### config.mk
export PLATFORM = sky130hd
export DESIGN_NAME = lcd_frame_reader
export DESIGN_NICKNAME = d
export VERILOG_FILES = /design/src/rtl/lcd_frame_reader.sv
export SDC_FILE = /design/constraint.sdc
export NUM_CORES = 1
export LEC_CHECK = 0
export CAP_MARGIN = 15
export CELL_PAD_IN_SITES_DETAIL_PLACEMENT = 0
export CELL_PAD_IN_SITES_GLOBAL_PLACEMENT = 2
export CORE_ASPECT_RATIO = 0.7
export CORE_UTILIZATION = 29
export CTS_BUF_LIST = sky130_fd_sc_hd__clkbuf_16
export DETAILED_ROUTE_END_ITERATION = 10
export GPL_TIMING_DRIVEN = 1
export PLACE_DENSITY = 0.8
export SLEW_MARGIN = 30
export SYNTH_ARGS = -nofsm -noshare
export SYNTH_HDL_FRONTEND = slang
export SYNTH_SLANG_ARGS = --single-unit
### constraint.sdc
create_clock -name clk -period 2.7 [get_ports clk]
set_input_delay 0.675 -clock clk [delete_from_list [all_inputs] [get_ports clk]]
set_output_delay 0.675 -clock clk [all_outputs]
set_load 0.02 [all_outputs]
### src/rtl/lcd_frame_reader.sv
// lcd_frame_reader: LCD panel timing generator that pulls RGB565 pixels from the SDRAM read FIFO,
// with a colour-bar bring-up pattern and a per-frame FIFO underflow flag.
module lcd_frame_reader #(
  parameter int H_SYNC   = 41,
  parameter int H_BACK   = 2,
  parameter int H_ACTIVE = 480,
  parameter int H_FRONT  = 2,
  parameter int V_SYNC   = 10,
  parameter int V_BACK   = 2,
  parameter int V_ACTIVE = 272,
  parameter int V_FRONT  = 2,
  parameter int BAR_W    = 60
) (
  input  logic        clk,
  input  logic        rst_n,
  input  logic        pat_en,
  input  logic [15:0] rdfifo_rddb,
  input  logic        rdfifo_empty,
  output logic        rdfifo_rdreq,
  output logic        rdfifo_clr,
  output logic        lcd_clk,
  output logic        lcd_en,
  output logic        lcd_hsy,
  output logic        lcd_vsy,
  output logic [4:0]  lcd_db_r,
  output logic [5:0]  lcd_db_g,
  output logic [4:0]  lcd_db_b,
  output logic        frame_start,
  output logic        underflow
);
  localparam int H_TOTAL = H_SYNC + H_BACK + H_ACTIVE + H_FRONT;
  localparam int V_TOTAL = V_SYNC + V_BACK + V_ACTIVE + V_FRONT;
  localparam int HW      = $clog2(H_TOTAL);
  localparam int VW      = $clog2(V_TOTAL);
  localparam int BCW     = $clog2(BAR_W + 1);
  localparam logic [HW-1:0] H_SY   = HW'(H_SYNC);
  localparam logic [HW-1:0] H_ST   = HW'(H_SYNC + H_BACK);
  localparam logic [HW-1:0] H_END  = HW'(H_SYNC + H_BACK + H_ACTIVE);
  localparam logic [HW-1:0] H_LAST = HW'(H_TOTAL - 1);
  localparam logic [VW-1:0] V_SY   = VW'(V_SYNC);
  localparam logic [VW-1:0] V_ST   = VW'(V_SYNC + V_BACK);
  localparam logic [VW-1:0] V_END  = VW'(V_SYNC + V_BACK + V_ACTIVE);
  localparam logic [VW-1:0] V_LAST = VW'(V_TOTAL - 1);
  localparam logic [BCW-1:0] B_LAST = BCW'(BAR_W - 1);
  localparam logic [15:0] BARS [8] = '{16'hFFFF, 16'hFFE0, 16'h07FF, 16'h07E0,
                                        16'hF81F, 16'hF800, 16'h001F, 16'h0000};

  logic [HW-1:0]  hcnt_q, hcnt_d;
  logic [VW-1:0]  vcnt_q, vcnt_d;
  logic [BCW-1:0] bcnt_q, bcnt_d;
  logic [2:0]     bsel_q, bsel_d, bar_q;
  logic           h_act, v_act, rd, frame_d;
  logic           hsy_q, vsy_q, en_q, clr_q, fs_q, uf_q, rd_q, empty_q, pat_q;
  logic [15:0]    rgb;

  always_comb begin
    h_act   = (hcnt_q >= H_ST) && (hcnt_q < H_END);
    v_act   = (vcnt_q >= V_ST) && (vcnt_q < V_END);
    rd      = h_act & v_act & ~pat_en;
    frame_d = (hcnt_q == '0) && (vcnt_q == '0);
    hcnt_d  = (hcnt_q == H_LAST) ? '0 : hcnt_q + 1'b1;
    vcnt_d  = (hcnt_q != H_LAST) ? vcnt_q : (vcnt_q == V_LAST) ? '0 : vcnt_q + 1'b1;
    // bar counters track the pixel presented in the next cycle and restart every line
    bcnt_d  = (!h_act || bcnt_q == B_LAST) ? '0 : bcnt_q + 1'b1;
    bsel_d  = !h_act ? '0 : (bcnt_q == B_LAST) ? bsel_q + 1'b1 : bsel_q;
    rgb     = !en_q ? '0 : pat_q ? BARS[bar_q] : (rd_q & empty_q) ? '0 : rdfifo_rddb;
  end

  always_ff @(posedge clk) begin
    if (!rst_n) begin
      hcnt_q  <= '0;
      vcnt_q  <= '0;
      bcnt_q  <= '0;
      bsel_q  <= '0;
      bar_q   <= '0;
      hsy_q   <= 1'b1;
      vsy_q   <= 1'b1;
      en_q    <= 1'b0;
      clr_q   <= 1'b1;
      fs_q    <= 1'b0;
      uf_q    <= 1'b0;
      rd_q    <= 1'b0;
      empty_q <= 1'b0;
      pat_q   <= 1'b0;
    end else begin
      hcnt_q  <= hcnt_d;
      vcnt_q  <= vcnt_d;
      bcnt_q  <= bcnt_d;
      bsel_q  <= bsel_d;
      bar_q   <= bsel_q;
      hsy_q   <= ~(hcnt_q < H_SY);
      vsy_q   <= ~(vcnt_q < V_SY);
      en_q    <= h_act & v_act;
      clr_q   <= vcnt_q < V_SY;
      fs_q    <= frame_d;
      // a new underflow wins over the frame-start clear
      uf_q    <= (rd & rdfifo_empty) | (uf_q & ~frame_d);
      rd_q    <= rd;
      empty_q <= rdfifo_empty;
      pat_q   <= pat_en;
    end
  end

  assign rdfifo_rdreq = rd;
  assign rdfifo_clr   = clr_q;
  assign lcd_clk      = ~clk;
  assign lcd_en       = en_q;
  assign lcd_hsy      = hsy_q;
  assign lcd_vsy      = vsy_q;
  assign lcd_db_r     = rgb[15:11];
  assign lcd_db_g     = rgb[10:5];
  assign lcd_db_b     = rgb[4:0];
  assign frame_start  = fs_q;
  assign underflow    = uf_q;
endmodule

# Word level (Yosys, flattened, before mapping)
# Memory sizes are Yosys's and may differ from the RTL's.
# Cells that the tools add are included.
dict set report op_classes {
  add_sub_neg 4
  mul 0
  div_mod_pow 0
  order_cmp 7
  eq_ne 4
  n_shift 0
  muxes 6
  n_bitwise 13
  n_reduce_logical 10
}
# operator n
set op_table {}
lappend op_table {{16-bit two-way mux} 5}
lappend op_table {{10-bit by 1-bit adder with 10-bit output (second input constant)} 1}
lappend op_table {{10-bit equality test (second input constant)} 1}
lappend op_table {{10-bit by 6-bit >= comparator with 1-bit output (second input constant)} 1}
lappend op_table {{10-bit logical NOT} 1}
lappend op_table {{10-bit less-than comparator (second input constant)} 1}
lappend op_table {{10-bit by 6-bit less-than comparator with 1-bit output (second input constant)} 1}
lappend op_table {{10-bit != test (second input constant)} 1}
lappend op_table {{9-bit by 1-bit adder with 9-bit output (second input constant)} 1}
lappend op_table {{9-bit equality test (second input constant)} 1}
lappend op_table {{9-bit by 4-bit >= comparator with 1-bit output (second input constant)} 1}
lappend op_table {{9-bit logical NOT} 1}
lappend op_table {{9-bit by 4-bit less-than comparator with 1-bit output (second input constant)} 1}
lappend op_table {{9-bit less-than comparator (second input constant)} 1}
lappend op_table {{9-bit two-way mux} 1}
lappend op_table {{6-bit by 1-bit adder with 6-bit output (second input constant)} 1}
lappend op_table {{6-bit equality test (second input constant)} 1}
lappend op_table {{1-bit NOT} 6}
lappend op_table {{1-bit bitwise AND} 5}
lappend op_table {{4-bit >= comparator (second input constant)} 1}
lappend op_table {{3-bit NOT with 4-bit output} 1}
lappend op_table {{2-bit OR reduction} 2}
lappend op_table {{3-bit by 1-bit adder with 3-bit output (second input constant)} 1}
lappend op_table {{1-bit logical AND} 3}
lappend op_table {{other kinds (4)} 4}
dict set report totals {
  ff_bits 40
  latch_bits 0
  mem_bits_rw 0
  rom_bits 128
  inputBits 20
  output_inout_bits 24
  elab_cells 59
  memories 1
}
# memory words width rd rd_ports_with_merged_regs write_ports line
set mem_list {}
lappend mem_list {{(no name shown)} 8 16 1 0 0 66} ;# rgb = !en_q ? '0 : pat_q ? BARS[bar_q] : (rd_q & empty_q) ? '0 : rdfifo_rddb;

# Depth between registers and ports, before layout
# Gate-level depths: netlist of the first run.
dict set report depth {
  ltp_word 6
  ltp_mapped 7
  depth_no_buf 6
}

==> results of run 1 <==
## cell usage in the layout, fill, tap and decap left out, types with 2 or more instances in the layout
| master | n |
|---|---|
| sky130_fd_sc_hd__xnor2_1 | 12 |
| sky130_fd_sc_hd__nand2_1 | 10 |
| sky130_fd_sc_hd__nor3b_1 | 2 |
| sky130_fd_sc_hd__inv_1 | 11 |
| sky130_fd_sc_hd__buf_4 | 23 |
| sky130_fd_sc_hd__a21oi_1 | 23 |
| sky130_fd_sc_hd__or3_1 | 8 |
| sky130_fd_sc_hd__o31ai_1 | 2 |
| sky130_fd_sc_hd__nor2b_1 | 18 |
| sky130_fd_sc_hd__nor4_1 | 3 |
| sky130_fd_sc_hd__clkbuf_16 | 5 |
| sky130_fd_sc_hd__o21ai_1 | 2 |
| sky130_fd_sc_hd__o21ai_0 | 7 |
| sky130_fd_sc_hd__xor2_1 | 5 |
| sky130_fd_sc_hd__and3_1 | 2 |
| sky130_fd_sc_hd__nor3_1 | 5 |
| sky130_fd_sc_hd__clkdlybuf4s50_1 | 41 |
| sky130_fd_sc_hd__nor2_1 | 19 |
| sky130_fd_sc_hd__dfxtp_1 | 39 |
| sky130_fd_sc_hd__and2_1 | 6 |
| sky130_fd_sc_hd__or4_1 | 4 |
| sky130_fd_sc_hd__nand3_1 | 13 |
| sky130_fd_sc_hd__ha_1 | 7 |
| sky130_fd_sc_hd__nor3_2 | 7 |
## registers in the layout (all words and copies together) (netlist names)
| signal | count |
|---|---|
| hcnt_q | 10 |
| vcnt_q | 9 |
| bcnt_q | 6 |
| bar_q | 3 |
| bsel_q | 3 |
| empty_q | 1 |
| frame_start | 1 |
| lcd_en | 1 |
| lcd_hsy | 1 |
| lcd_vsy | 1 |
| pat_q | 1 |
| rd_q | 1 |
| rdfifo_clr | 1 |
| underflow | 1 |
## final cells by class
class	count	share of cell area, %
Tap cell	91	4.09
Clock inverter	3	0.405
Inverter	9	1.21
Clock buffer	6	4.86
Sequential cell	40	28.8
Timing Repair Buffer	64	21.0
Multi-Input combinational cell	172	39.7
## metal layers
layer	GRT usage (%)	routed length (um)
met5	0	0
met4	3.86	37
met3	4.45	340
met2	17.4	1580
met1	21.4	2510
## Yosys cell counts (2+ instances only)
library cell	instances	area, um^2
sky130_fd_sc_hd__and3_1	2	12.5
sky130_fd_sc_hd__buf_2	3	15.0
sky130_fd_sc_hd__nor3b_1	2	15.0
sky130_fd_sc_hd__nand2_1	10	37.5
sky130_fd_sc_hd__nor2_1	19	71.3
sky130_fd_sc_hd__o31ai_1	2	15.0
sky130_fd_sc_hd__nor2b_1	19	119
sky130_fd_sc_hd__nand3_1	13	65.1
sky130_fd_sc_hd__nor3_1	6	30.0
sky130_fd_sc_hd__or4_1	4	30.0
sky130_fd_sc_hd__xor2_1	5	43.8
sky130_fd_sc_hd__o21ai_0	8	40.0
sky130_fd_sc_hd__a21oi_1	23	115
sky130_fd_sc_hd__ha_1	7	87.6
sky130_fd_sc_hd__or3_1	9	56.3
sky130_fd_sc_hd__xnor2_1	12	105
sky130_fd_sc_hd__and2_1	6	37.5
sky130_fd_sc_hd__nor4_1	3	18.8
sky130_fd_sc_hd__dfxtp_1	40	801
sky130_fd_sc_hd__nor3_2	6	60.1
sky130_fd_sc_hd__clkbuf_1	5	18.8
sky130_fd_sc_hd__inv_1	10	37.5
## through the flow
step / util (%) / power, mW / cell area, um^2
2_1_floorplan: - / 0.686 / 1970
3_3_place_gp: 41.3 / 0.769 / 2640
3_5_place_dp: 41.3 / 0.769 / 2640
4_1_cts: 43.3 / 1.31 / 2770
5_1_grt: 43.5 / 1.35 / 2780
6_report: 43.5 / 1.29 / 2780
## final timing paths
| path | start | endpoint | slack, ns | depth (start not counted) |
|---|---|---|---|---|
| worst max-delay path | hcnt_q[7] | rdfifo_rdreq | -0.08 | 5 |
| worst min-delay path | bcnt_q[0] | bcnt_q[0] | 0.47 | 1 |
| worst max register to register | hcnt_q[0] | vcnt_q[7] | 0.29 | 7 |
| worst min register to register | bcnt_q[0] | bcnt_q[0] | 0.47 | 1 |
## cell families after synthesis
group,count (synthesis),share of synthesized area [%]
fa+ha+maj,7,4.44
compound gates,40,11.4
mux,1,0.507
xor+xnor,17,7.54
simple gates,107,31.4
buf+inv,19,4.18
flops,40,40.6
## timing repair
item                                    CTS  global route
buffers inserted                          0             0
endpoints found under the setup margin    2             3
gates resized for setup                   9             4
pin swaps                                 1             0
## power by group
| group | internal [mW] | switching (mW) | leakage (nW) |
|---|---|---|---|
| combinational | 0.0544 | 0.0443 | 0.630 |
| clock | 0.350 | 0.237 | 0.0784 |
| sequential | 0.599 | 0.00411 | 0.325 |
| total | 1.00 | 0.285 | 1.03 |
==> results_dict.tcl, run 1 <==
set metrics [dict create \
    fin_ws_ns -0.0782 \
    timing.critical_path.to_type "primary output" \
    totalWireLength_um 4470 \
    finalSetupViolCount 1 \
    cts_inserted_buffers 5 \
    critical_path.max_stage_delay_ns 0.49 \
    final_nets 321 \
    portBuffers 43 \
    grt_setup_unrepaired "true" \
    drt-initial-drc-count 54 \
    timing_hold_violations_final 0 \
    dp.cells 378 \
    path_clk_slew_ns 0.06 \
    gr-usage-all-layers_pct 13.7 \
    first_pass_iters 4 \
    cp_slowest_cell "sky130_fd_sc_hd__or4b_4" \
    grt_start_max_net_pins 18 \
    synth-seq-cells 40 \
    syn-mean-instance-area_um2 8.55 \
    dp.final_hpwl_um 3330 \
    synth-seq-area-share_pct 40.6 \
    worstHoldPathType "flop to flop" \
    crit_path_cell_trace "or3_4, or4b_4, a22o_1, nor3_2, buf_4" \
    drcViolationCount 0 \
    per_cell_routed_wire_length_um 11.6 \
    post_synth_instance_area_mm2 0.00197 \
    n_antenna_cell 0 \
    fmaxAchievable_mhz 360 \
    ctsHoldBuffers 0 \
    cellPowerDensity_mw_per_mm2 463 \
    row_count 24 \
    total_area_of_multi_input_combinational_cells_mm2 0.00110 \
    chipWidth_um 101 \
    timing.critical_path.buf_inv 1 \
    post_route_cells_drive_above_1_share_pct 13.6 \
    first_global_vias 1586 \
    floorplan.die_area_mm2 0.00715 \
    synth_cell_types 39 \
    worst_slew_pin_slew_ns 0.530 \
    period_needed_ns 2.78 \
    post-place-ws_ns -0.301 \
    ir_worst_vdd_mv 0.282 \
    period_share_pct 103 \
    failed_checks "setup timing" \
    slew_headroom_pct 64.7 \
    timing_worst_setup_path_type "flop to primary output" \
    timing.setup.tns_ns -0.0782 \
    clock_skew_ns 0.00697 \
    die_h_um 71.0 \
    detailroute.via_count 1724 \
    timing.critical_path.arrival_ns 2.10 \
    grt_first_pass_wirelength_um 7710 \
    cp_top_family "simple AND/OR/NAND/NOR gates" \
    synth_flop_cell "sky130_fd_sc_hd__dfxtp_1" \
    status "complete, but fails checks" \
    overflow 0 \
    cts_tree "done" \
    antenna_found_initial 0 \
    avgViaCountPerCell 4.48 \
    ctsHtreeMaxLevel 2 \
    critPathLaunchType "flop" \
    seq_area_um2 802 \
    finalHoldWorstSlack_ns 0.474 \
    start_util_pct 30.9 \
    clk_path_buf_depth 2 \
    syn_to_final_growth_pct 40.9 \
    critPathRequiredTime_ns 2.03 \
    fp.coreArea_mm2 0.00640 \
    synth_enable_flop_cells 0 \
    clock_latency_ns 0.28 \
    synthCells 231 \
    synth_async_sr_flop_share_pct 0 \
    synthesis.yosys.warnings 0 \
    syn_nets 258 \
    fin_cells 385 \
    filler_cell_count 650 \
    maxCapViolations 0 \
    slew_viol_final 0 \
    top_level_ports 44 \
    cellLeakagePower_nw 1.03 \
    place_congestion 0.810 \
    root_buffer "sky130_fd_sc_hd__clkbuf_16" \
    drtAntennaViolNets 0 \
    critical_path.max_fanout 2 \
]
No activity file was read; power rests on OpenSTA's default activity.
==> run 2, diff against run 1 <==
==> config.mk (replaced) <==
export PLATFORM = sky130hd
export DESIGN_NAME = lcd_frame_reader
export DESIGN_NICKNAME = d
export VERILOG_FILES = /design/src/rtl/lcd_frame_reader.sv
export SDC_FILE = /design/constraint.sdc
export NUM_CORES = 1
export LEC_CHECK = 0
export CELL_PAD_IN_SITES_DETAIL_PLACEMENT = 0
export CELL_PAD_IN_SITES_GLOBAL_PLACEMENT = 1
export CORE_ASPECT_RATIO = 0.7
export CORE_UTILIZATION = 37
export CTS_BUF_LIST = sky130_fd_sc_hd__clkbuf_16
export DETAILED_ROUTE_END_ITERATION = 10
export GPL_TIMING_DRIVEN = 1
export PLACE_DENSITY = 0.81
export SLEW_MARGIN = 30
export SYNTH_ARGS = -nofsm -noshare
export SYNTH_HDL_FRONTEND = slang
export SYNTH_SLANG_ARGS = --single-unit
==> results_dict.tcl, run 2 (synthesized netlist as in run 1, its figures left out) <==
set metrics [dict create \
    grt_first_pass_wirelength_um 7500 \
    timing.critical_path.to_type "primary output" \
    critical_path.max_stage_delay_ns 0.49 \
    cellLeakagePower_nw 1.07 \
    ctsHoldBuffers 0 \
    total_area_of_multi_input_combinational_cells_mm2 0.00110 \
    layout.cells.most_common_list "40 x sky130_fd_sc_hd__clkdlybuf4s50_1, 39 x sky130_fd_sc_hd__dfxtp_1, 24 x sky130_fd_sc_hd__buf_4, 23 x sky130_fd_sc_hd__a21oi_1" \
    place_congestion 0.752 \
    chipWidth_um 89.3 \
    period_needed_ns 2.68 \
    max_ffs_per_register 10 \
    post-place-ws_ns -0.258 \
    syn_to_final_growth_pct 41.4 \
    seq_area_um2 802 \
    critPathRequiredTime_ns 2.03 \
    cts_tree "done" \
    clock_skew_ns 0.00623 \
    grt_setup_unrepaired "true" \
    cp_slowest_cell "sky130_fd_sc_hd__or4b_4" \
    per_cell_routed_wire_length_um 12.3 \
    drtAntennaViolNets 0 \
    slew_headroom_pct 48.5 \
    worstReg2RegStart "hcnt_q[0]" \
    grt_start_max_net_pins 18 \
    crit_path_cell_trace "or3_4, or4b_4, a22o_1, nor3_2, buf_4" \
    postCtsSetupBuffers 0 \
    top_level_ports 44 \
    filler_cell_count 465 \
    dp.final_hpwl_um 3390 \
    first_global_vias 1629 \
    dp.cells 357 \
    cts_inserted_buffers 5 \
    row_count 21 \
    register_with_the_highest_flop_count "hcnt_q" \
    maxCapViolations 0 \
    detailroute.via_count 1750 \
    timing.critical_path.arrival_ns 2.01 \
    power_spent_charging_and_discharging_nets_uw 301 \
    worst_slew_pin_slew_ns 0.770 \
    seq_power_share_pct 42.9 \
    finalHoldWorstSlack_ns 0.477 \
    antenna_found_initial 0 \
    totalWireLength_um 4470 \
    fin_cells 365 \
    critical_path.max_fanout 2 \
    cellPowerDensity_mw_per_mm2 503 \
    min_delay_startpoint "bcnt_q[0]" \
    n_antenna_cell 0 \
    ir_worst_vdd_mv 0.327 \
    start_util_pct 40.0 \
    period_share_pct 99.4 \
    portBuffers 43 \
    path_clk_slew_ns 0.06 \
    dpl_cell_area_mm2 0.00262 \
    layout_commonest_cell "sky130_fd_sc_hd__clkdlybuf4s50_1" \
    root_buffer "sky130_fd_sc_hd__clkbuf_16" \
    overflow 0 \
    status "complete, no violations" \
    layout.cell_area.non_filler_mm2 0.00279 \
    power.switching_fraction_pct 21.4 \
    ctsHtreeMaxLevel 2 \
    drcViolationCount 0 \
    floorplan.die_area_mm2 0.00564 \
    p_comb_share_pct 7.1 \
    fin_ws_ns 0.0166 \
    fmaxAchievable_mhz 373 \
    critPathLaunchType "flop" \
    clock_latency_ns 0.28 \
    slew_viol_final 0 \
    reg.largest.list "hcnt_q (10), vcnt_q (9), bcnt_q (6)" \
    clk_path_buf_depth 2 \
    drt-initial-drc-count 84 \
    worstHoldPathType "flop to flop" \
    int_pwr_mw 1.10 \
    gr-usage-all-layers_pct 17.3 \
    first_pass_iters 4 \
    avgViaCountPerCell 4.79 \
    die_h_um 63.1 \
    clock_power_share_pct 49.9 \
    fp.coreArea_mm2 0.00494 \
    finalSetupViolCount 0 \
    worst_setup_path_startpoint "hcnt_q[7]" \
    final_nets 322 \
    timing_worst_setup_path_type "flop to primary output" \
    post_route_cells_drive_above_1_share_pct 13.9 \
    timing_hold_violations_final 0 \
]
## run 2: cell count changes in the layout (fill, tap and decap cells not counted), sizes merged
| cell | previous run | this run |
|---|---|---|
| buf | 23 | 24 |
| bufinv | 0 | 1 |
| clkdlybuf4s50 | 41 | 40 |
| dlymetal6s2s | 0 | 1 |
## run 2: what timing repair did
item / 4_1_cts / 5_1_grt
pin swaps: 2 / 0
setup endpoints to repair: 2 / 2
gates resized for setup: 11 / 2
## run 2: power groups by stage
stage               clock network (mW)  logic (mW)  registers [mW]
floorplan                       0.0265      0.0396           0.620
global placement                0.0549      0.0993           0.615
detailed placement              0.0549      0.0995           0.615
CTS                              0.719       0.100           0.603
global route                     0.746       0.110           0.603
finish                           0.701       0.100           0.603
## run 2: final timing paths
| check | cells past startpoint | slack, ns | endpoint |
|---|---|---|---|
| worst min register to register | 1 | 0.48 | bcnt_q[0] |
| worst max-delay path | 5 | 0.02 | rdfifo_rdreq |
| worst max register to register | 7 | 0.32 | vcnt_q[7] |
| worst min-delay path | 1 | 0.48 | bcnt_q[0] |
## run 2: final cells by class
| type | instances | share of cell area (%) |
|---|---|---|
| multi-input cells | 172 | 39.4 |
| flip-flops and latches | 40 | 28.7 |
| repair buffers | 65 | 21.2 |
| clock buffers | 6 | 4.84 |
| well taps | 69 | 3.09 |
| clock inverters | 4 | 1.48 |
| inverters | 9 | 1.21 |
## run 2: per-stage QoR
stage | total power [mW] | setup TNS, ns | util (%)
2_1_floorplan | 0.686 | 0 | -
3_3_place_gp | 0.769 | -0.221 | 53.0
3_5_place_dp | 0.770 | -0.258 | 53.0
4_1_cts | 1.42 | 0 | 56.5
5_1_grt | 1.46 | -0.0453 | 56.5
6_report | 1.40 | 0 | 56.5
## run 2: worst max-delay path, delay by kind of cell (launching register included)
family / cells / cell delay, ns
buf+inv: 1 / 0.17
compound gates: 1 / 0.25
flops: 1 / 0.32
simple gates: 3 / 0.99
## run 2: metal layers
layer / part of all wire (%) / up-vias / global-route usage, %
li1: - / 925 / -
met5: 0 / - / 0
met1: 54 / 762 / 25.8
met4: 1.5 / 0 / 5.95
met3: 9.7 / 8 / 5.64
met2: 35 / 55 / 22.8
==> edit: new RTL, settings of run 2 <==
Register the output `underflow` once more, cleared by the reset; this adds one clock of latency there. The other outputs are not delayed to match.
--- a/src/rtl/lcd_frame_reader.sv
+++ b/src/rtl/lcd_frame_reader.sv
@@ -111,6 +111,12 @@
   assign lcd_db_g     = rgb[10:5];
   assign lcd_db_b     = rgb[4:0];
   assign frame_start  = fs_q;
-  assign underflow    = uf_q;
+  always_ff @(posedge clk) begin
+    if (!rst_n) begin
+      underflow <= '0;
+    end else begin
+      underflow <= uf_q;
+    end
+  end
 endmodule
 
Formal check against the unedited RTL: same outputs for any inputs over 10 cycles, from zero or initial values and one cycle with rst_n low; that may be too few to reach the edited logic, so the function may still have changed.
==> edit against run 2 <==
- worst setup slack improved by 0.073 ns
- area after synthesis increased by 2.6%
- cell count decreased by 0.82%
- non-clock buffer count decreased by 8
- fmax increased by 2.8%
- final area decreased by 2.0%
- sequential cell count increased by 1
- wire length decreased by 3.9%
- power decreased by 3.9%
- largest cell class unchanged
- largest power group unchanged
==> edit: results (changes against run 2) <==
Ranking of synthesized cells by instance count: sky130_fd_sc_hd__dfxtp_1 (41), sky130_fd_sc_hd__a21oi_1 (23), sky130_fd_sc_hd__nor2_1 (23), sky130_fd_sc_hd__nor2b_1 (19)
Final HPWL from detailed placement: 3.23 mm (-4.9%)
Proportion of synthesized flip-flops having asynchronous set or reset: 0 (unchanged)
Number of global-route vias before repair: 1592 (-2.3%)
Count of buffers from port buffering: 43 (unchanged)
Number of placed instances, taps included: 354 (-0.84%)
Count of non-filler cells in the finished layout: 362 (-0.82%)
Critical path origin: rdfifo_rddb[12]
Synthesized Nets: 264 (+2.3%)
Maximum number of pins on one net before global-route repair: 18 (unchanged)
Total track usage: 0.161 (-0.0121)
R2R depth: 7 (unchanged)
First-pass GRT wire length: 7.45 mm (-0.64%)
Maximum clock skew at final layout: 0.00628 ns (+0.0000490 ns)
Pin slew with the least headroom to its limit: 0.620 ns (-0.150 ns)
Cell leakage power: 1.07 nW (+0.31%)
Largest fanout on the critical path: 1 (-1)
Largest cells by area after synthesis: sky130_fd_sc_hd__dfxtp_1 (41%), sky130_fd_sc_hd__nor2b_1 (5.9%), sky130_fd_sc_hd__a21oi_1 (5.7%)
Outcome: complete, no violations
Number of nets in the final layout: 316 (-1.9%)
Average footprint of a synthesized cell: 8.55 um^2 (about the same)
Primary flip-flop cell chosen by synthesis mapping: sky130_fd_sc_hd__dfxtp_1
Yosys warns: 0 (unchanged)
Area share of the leading cell type in the synthesized netlist: 0.405 (about the same)
CTS buffer count: 5 (unchanged)
H-tree depth: 2 (unchanged)
Router iterations before antenna repair: 4 (unchanged)
Final wirelength: 4.30 mm (-3.9%)
Maximum clock insertion buffer count: 2 (unchanged)
Placer's final routability congestion estimate: 0.804 (+6.9%)
Reg2reg end: vcnt_q[3]
Fraction of layout cells with a size suffix above 1: 0.107 (-0.0316)
Hold Path Cell Cnt: 1 (unchanged)
CTS clk-pin slew, worst paths: 0.06 ns (about the same)
Startpoint of the worst hold path: uf_q
Switching Power: 0.324 mW (+7.7%)
Drt first-iter violations: 86 (+2.4%)
Synth cell types: 35 (-10%)
Min-Delay Endpoint: underflow
Worst-case register-to-register setup slack: 0.50 ns (+0.18 ns)
Hold/Removal Path Class: flip-flop to flip-flop
Clock latency at the later pin of the worst-skew pair: 0.28 ns (about the same)
Ant. Diodes: 0 (unchanged)
Worst voltage drop across the vdd grid: 0.417 mV (+28%)
Sequential-to-total area share from yosys stat: 0.405 (about the same)
Critical R2R Launch: hcnt_q[0]
Number of antenna violations at the first check in global routing: 0 (unchanged)
Vias after detailed routing: 1747 (-0.17%)
Buffer cell driving the clock tree root: sky130_fd_sc_hd__clkbuf_16
Filler instances: 511 (+9.9%)
[edit: cell count changes after synthesis, sizes merged, moves of 4 or more]
cell   change
or3        -4
nor2       +4
and3       +5
nand4      +6
o21ai      -4
buf        +5
[edit: kinds of logic after synthesis]
logic type,Yosys count,share of synthesized area
multiplexers,2,0.00988
AND/OR/NAND/NOR,111,0.302
adder cells (fa/ha/maj),7,0.0432
flip-flops,41,0.405
buffers and inverters,20,0.0439
XOR/XNOR,17,0.0735
AO/OA/AOI/OAI,39,0.122
[edit: power groups by stage]
stage                     logic [mW]  registers, mW  clock network (mW)
after CTS                     0.0952          0.620               0.662
final                         0.0940          0.620               0.634
after floorplan               0.0430          0.635              0.0265
after global placement        0.0940          0.633              0.0549
after detailed placement      0.0948          0.634              0.0549
after global routing           0.104          0.621               0.687
[edit: worst max-delay path by stage]
| stage | endpoint | cells after the start |
|---|---|---|
| 6_report | lcd_db_r[1] | 4 |
| 5_1_grt | lcd_db_g[4] | 4 |
| 4_1_cts | lcd_clk | 4 |
| 3_5_place_dp | lcd_clk | 2 |
| 3_3_place_gp | lcd_clk | 2 |
| 2_1_floorplan | rdfifo_rdreq | 5 |
[edit: stage by stage]
step	power, mW	setup WS (ns)	hold slack (ns)	cell area, um^2
finish	1.35	0.0892	0.452	2740
global route	1.41	0.0164	0.473	2740
CTS	1.38	0.0195	0.460	2740
detailed placement	0.783	0.0661	0.440	2600
global placement	0.782	0.0661	0.435	2600
floorplan	0.704	0.309	0.425	2030
[edit: timing repair]
| item | 4_1_cts | 5_1_grt |
|---|---|---|
| hold buffers | 0 | 0 |
| resized for setup | 3 | 5 |
| endpoints found under the setup margin | 2 | 2 |
| buffers inserted | 0 | 0 |
[edit: final cells by class]
cell class / instances / share of cell area
Clock buffer: 6 / 0.0476
Inverter: 6 / 0.00823
Clock inverter: 4 / 0.00914
Timing Repair Buffer: 57 / 0.193
Tap cell: 72 / 0.0329
Multi-Input combinational cell: 176 / 0.409
Sequential cell: 41 / 0.300
[edit: metal layers]
metal	vias to the layer above	track usage	wire (um)
li1	924	-	-
met1	789	0.232	2370
met2	30	0.225	1750
met3	4	0.0548	148
met4	0	0.0423	30
met5	-	0	0
[edit: critical path: stages]
cell and delay (ns):
sky130_fd_sc_hd__clkdlybuf4s50_1 0.45, sky130_fd_sc_hd__a21oi_1 0.06, sky130_fd_sc_hd__nor2b_1 0.13, sky130_fd_sc_hd__clkdlybuf4s50_1 0.62
